### src/rtl/spu_mamem_arb.sv
// spu_mamem_arb: owner-based arbiter for the single-ported MA scratch memory.
// Ownership is granted round-robin among ldop fill (0), stop drain (1),
// exp operand read (2) and mulred (3). Only the owner's accesses reach the
// memory port, and a one-cycle DRAIN lets the last read return after the
// owner lets go.
//
//  state | meaning
//  ------+--------------------------------------------------------------
//  IDLE  | no owner; arbitrate own_req starting at rr_ptr
//  OWN   | own_gnt holds one owner; its accesses are forwarded
//  DRAIN | ownership dropped; one cycle for an in-flight read to return
module spu_mamem_arb #(
    parameter int ADDR_W = 8
) (
    input  logic                rclk,
    input  logic                arst_l,
    input  logic                se,
    input  logic [3:0]          own_req,
    input  logic [3:0]          own_rel,
    input  logic [3:0]          acc_vld,
    input  logic [3:0]          acc_we,
    input  logic [4*ADDR_W-1:0] acc_addr,
    input  logic                kill_op,
    output logic [3:0]          own_gnt,
    output logic                mem_ren,
    output logic                mem_wen,
    output logic [ADDR_W-1:0]   mem_addr,
    output logic [3:0]          rd_vld,
    output logic                acc_viol
);

    typedef enum logic [1:0] {
        IDLE  = 2'd0,
        OWN   = 2'd1,
        DRAIN = 2'd2
    } state_t;

    state_t      state, state_nxt;
    logic [1:0]  rr_ptr, rr_nxt;
    logic [3:0]  gnt_nxt;
    logic [1:0]  owner;
    logic        in_own;
    logic        own_vld;
    logic [1:0]  win;
    logic [1:0]  idx;
    logic        found;

    // Scan enable is consumed by the scan-inserted flops, not by this logic.
    logic        unused_se;
    assign unused_se = se;

    // Encode the one-hot grant into an owner index for the port muxes.
    always_comb begin
        owner = 2'd0;
        case (own_gnt)
            4'b0010: owner = 2'd1;
            4'b0100: owner = 2'd2;
            4'b1000: owner = 2'd3;
            default: owner = 2'd0;
        endcase
    end

    // Memory port: only the owner, and only while in OWN, may strobe.
    always_comb begin
        in_own   = (state == OWN);
        own_vld  = in_own & acc_vld[owner];
        mem_ren  = own_vld & ~acc_we[owner];
        mem_wen  = own_vld &  acc_we[owner];
        mem_addr = own_vld ? acc_addr[owner*ADDR_W +: ADDR_W] : '0;
    end

    // Round-robin pick: first live request at or after rr_ptr, wrapping mod 4.
    always_comb begin
        found = 1'b0;
        win   = 2'd0;
        idx   = 2'd0;
        for (int i = 0; i < 4; i++) begin
            idx = rr_ptr + 2'(i);
            if (!found && own_req[idx]) begin
                found = 1'b1;
                win   = idx;
            end
        end
    end

    // Next-state and next-grant decode.
    always_comb begin
        state_nxt = state;
        gnt_nxt   = own_gnt;
        rr_nxt    = rr_ptr;
        case (state)
            IDLE: begin
                if (found) begin
                    state_nxt = OWN;
                    gnt_nxt   = 4'b0001 << win;
                    rr_nxt    = win + 2'd1;
                end
            end
            OWN: begin
                // A release and a kill in the same cycle collapse into one release.
                if ((|(own_rel & own_gnt)) || kill_op) begin
                    state_nxt = DRAIN;
                    gnt_nxt   = 4'b0000;
                end
            end
            DRAIN: begin
                state_nxt = IDLE;
                gnt_nxt   = 4'b0000;
            end
            default: begin
                state_nxt = IDLE;
                gnt_nxt   = 4'b0000;
            end
        endcase
    end

    // State, grant and round-robin pointer registers.
    always_ff @(posedge rclk or negedge arst_l) begin
        if (!arst_l) begin
            state   <= IDLE;
            own_gnt <= 4'b0000;
            rr_ptr  <= 2'd0;
        end else begin
            state   <= state_nxt;
            own_gnt <= gnt_nxt;
            rr_ptr  <= rr_nxt;
        end
    end

    // Read-return and violation pulses, one cycle after the access.
    always_ff @(posedge rclk or negedge arst_l) begin
        if (!arst_l) begin
            rd_vld   <= 4'b0000;
            acc_viol <= 1'b0;
        end else begin
            rd_vld   <= mem_ren ? (4'b0001 << owner) : 4'b0000;
            acc_viol <= |(acc_vld & ~(in_own ? own_gnt : 4'b0000));
        end
    end

endmodule

### config.mk
export PLATFORM = sky130hd
export DESIGN_NAME = spu_mamem_arb
export DESIGN_NICKNAME = d
export VERILOG_FILES = /design/src/rtl/spu_mamem_arb.sv
export SDC_FILE = /design/constraint.sdc
export NUM_CORES = 1
export LEC_CHECK = 0
export ABC_AREA = 1
export BUFFER_PORTS_ARGS = -buffer_cell sky130_fd_sc_hd__buf_2
export CAP_MARGIN = 20
export CORE_MARGIN = 4
export CORE_UTILIZATION = 41
export DETAILED_ROUTE_END_ITERATION = 6
export MAX_ROUTING_LAYER = met4
export PLACE_DENSITY_LB_ADDON = 0.15
export SYNTH_ARGS = -nofsm -noshare
export SYNTH_HDL_FRONTEND = slang
export SYNTH_SLANG_ARGS = --single-unit
### constraint.sdc
create_clock -name rclk -period 1.75 [get_ports rclk]
set_input_delay 0.0875 -clock rclk [delete_from_list [all_inputs] [get_ports rclk]]
set_output_delay 0.0875 -clock rclk [all_outputs]
set_load 0.02 [all_outputs]
==> qor.yml <==
outcome:
  outcome: "complete, but fails checks"
  violations: "setup timing"
critical_path:
  setup.reg_to_reg.worst_slack_ps: -90
  worstReg2RegEnd: "rr_ptr[1]$_DFFE_PN0P_"
  endpoint_type_of_the_worst_setup_path: "primary output"
  timing.critical_path.to: "mem_addr[5]"
  timing.critical_path.arrival_ps: 1760
  worstReg2RegStart: "rr_ptr[0]$_DFFE_PN0P_"
  crit_cells: 8
  rr_worst_depth: 13
  worst_setup_path_start: "own_gnt[1]$_DFFE_PN0P_"
  timing.setup.critical_path_class: "flip-flop to primary output"
  cp_slowest_stage_delay_ps: 450
  cpMaxStageDelayCell: "sky130_fd_sc_hd__dfrtp_2"
  critical_path.n_buffers_inverters: 2
  cp-start-kind: "flip-flop"
  path_common_cell: "sky130_fd_sc_hd__nand3_4"
  crit_fanout: 5
  cp.required_ps: 1660
  cpLargestDelayFamily: "simple AND/OR/NAND/NOR gates"
  cp_cell_sequence: "nor2_4 -> nand3_4 -> o21ai_2 -> inv_2 -> nand3_4 -> nand2_4 -> a21oi_2 -> buf_6"
sta:
  fin_clk_skew_ps: 8.525
  worst_slew_margin_rel_pct: 79.34
  setup_viol_count_final: 13
  drv_slew: 0
  highest_attainable_clock_frequency_mhz: 540.8
  rsz0062_at_grt: "true"
  finalHoldViolations: 0
  worst_slack_ps: -99.01
  worst_slew_pin_slew_ps: 310.0
  final.min_clock_period_ps: 1849
  timing.final.crit_share_pct: 105.7
placement:
  portBuffers: 69
  hpwl_um: 2814
  dpl_worst_slack_ps: -74.47
  gp_routability_congestion: 0.8023
global_route:
  grt_util_met3_pct: 2.041
  grt_antenna_before_repair: 0
  grt_use_met1_pct: 20.56
  global_route_wire_length_before_repair_um: 6134
  routing_usage_on_met2_pct: 32.67
  grt.overflow.total: 0
  gr-max-usage-layer: "met2"
  maximum_number_of_pins_on_one_net_before_global_route_repair: 33
  global_route.usage.total_pct: 18.15
  via_count_of_the_first_global_routing_pass: 1471
floorplanning:
  floorplan_core_area_um2: 3128
  die_area_um2: 4351
  top_level_ports: 71
  placement_rows: 20
  die-height_um: 65.97
  initial_core_util_pct: 44.04
  floorplan_die_width_um: 65.97
routing:
  drtPass1Iterations: 4
  drt_first_iter_violations: 42
  route.antenna.remaining_nets: 0
  drt-vias-per-instance: 4.660
  drc: 0
  detail_route.wirelength_um: 4322
  routed_wire_length_per_instance_um: 12.04
  vias: 1673
synth:
  postSynthRegisterBits: 13
  synth_top_family_by_area: "simple AND/OR/NAND/NOR gates"
  synth_cells: 213
  fraction_of_the_mapped_netlist_area_in_simple_logic_gates_pct: 39.69
  synth.area.mux_share_pct: 0
  synth_fa_ha_area_share_pct: 3.633
  synth_compound_area_share_pct: 18.07
  seq_area_frac_synth_pct: 23.61
  synth_xor_xnor_area_share_pct: 0
  yosys.cell_types.count: 24
  syn-mean-instance-area_um2: 6.467
  synth_warnings: 0
  synth_fp_nets: 269
  synth.cell_area_um2: 1378
clock_network:
  cts.sinks: 13
  ctsRootBufferMaster: "sky130_fd_sc_hd__clkbuf_4"
  tritoncts.num_buffers: 3
  cts.clk_slew.worst_paths_ps: 90
  cts.path.max_buffers: 2
  cts_tree: "done"
  cts_max_level: 1
  clock_latency_ps: 290
power:
  irDropWorstVdd_uv: 1228
  p_leak_nw: 1.251
  power_density_nw_per_um2: 1615
final_layout:
  nets: 372
  final_util_pct: 73.92
  final_common_cell: "sky130_fd_sc_hd__buf_2"
  area.growth.synth_to_final_pct: 67.85
  antenna-diode-count: 0
  highest_count_cells_in_the_layout_ignoring_fill_and_taps: "59 x sky130_fd_sc_hd__buf_2, 46 x sky130_fd_sc_hd__nand2_1, 32 x sky130_fd_sc_hd__inv_1, 31 x sky130_fd_sc_hd__buf_4, 22 x sky130_fd_sc_hd__nand2_2"
  layout.filler_cells: 269
  layout_cell_share_with_drive_strength_beyond_1_pct: 57.14
job:
  drv_cap: 0
min_path:
  hold_path.class: "input pin to flip-flop"
[registers in the layout, summed over array words and instances (netlist names)]
register	cells
own_gnt	4
rd_vld	4
rr_ptr	2
state	2
acc_viol	1
[worst min-delay path, cell delays in order]
cell	delay [ps]
sky130_fd_sc_hd__buf_2	90
sky130_fd_sc_hd__o21ai_0	70
sky130_fd_sc_hd__nand4_1	70
[area by class of cell]
class / instances / area (um2) / share of cell area (%)
clock inverter: 1 / 5.005 / 0.2164
timing repair buffer: 102 / 693.2 / 29.98
inverter: 42 / 167.7 / 7.251
tap: 44 / 55.05 / 2.381
multi-input combinational: 154 / 1036 / 44.80
clock buffer: 3 / 22.52 / 0.9740
sequential: 13 / 332.8 / 14.39
[stage by stage]
stage	hold WS [ps]	power (mW)	std cells	area (um2)	TNS [ps]
after global routing	84.09	4.066	359	2312	-2387
after floorplan	-208.1	1.905	213	1378	0
final	59.05	3.735	359	2312	-971.0
after global placement	-5.535	2.492	334	1857	-78.80
after detailed placement	-7.615	2.509	334	1857	-143.6
after CTS	59.18	3.015	352	2090	-776.5
[Yosys cell counts (all sizes together)]
cell / number / area [um2]
o21ai: 14 / 70.07
or2: 1 / 6.260
buf: 5 / 43.79
ha: 4 / 50.05
nand3: 12 / 90.08
a221oi: 1 / 8.760
nand2: 74 / 317.8
o211ai: 8 / 60.06
dfrtp: 13 / 325.3
nand4: 5 / 31.28
inv: 42 / 162.6
nor2: 17 / 93.84
a21oi: 16 / 110.1
nand3b: 1 / 7.510
[timing repair]
action	CTS	global route
buffers inserted	13	6
cloned	0	2
endpoints found under the hold margin	13	0
pin swaps	16	22
hold buffers	1	0
gates resized for setup	36	45
endpoints found under the setup margin	15	15
[worst min-delay path by stage]
stage          startpoint                     end  slack, ps  depth (start not counted)
2_1_floorplan      arst_l      acc_viol$_DFF_PN0_       -210                          0
3_3_place_gp       arst_l  own_gnt[2]$_DFFE_PN0P_         -6                          1
3_5_place_dp       arst_l  own_gnt[2]$_DFFE_PN0P_         -8                          1
4_1_cts        acc_vld[3]      acc_viol$_DFF_PN0_         60                          3
5_1_grt        acc_vld[3]      acc_viol$_DFF_PN0_         80                          3
6_report       acc_vld[3]      acc_viol$_DFF_PN0_         60                          3
[logic make-up (layout without fill, tap and decap cells)]
group                    count (synthesis)  in the layout
adder cells (fa/ha/maj)                  4              4
AO/OA/AOI/OAI                           39             39
AND/OR/NAND/NOR                        110            111
buffers and inverters                   47            148
flip-flops                              13             13
[per-layer routing]
metal / routed length [um] / share of wire, % / up-vias
li1: - / - / 874
met1: 1757 / 41 / 735
met2: 2256 / 52 / 55
met3: 215 / 5.0 / 9
met4: 91 / 2.1 / 0
met5: 0 / 0 / -
[power by group]
part,internal (mW),switching (mW)
sequential,0.388,0.108
clock,0.0850,0.111
combinational,1.34,1.70
total,1.81,1.92
Power figures use the tool's default switching activity.
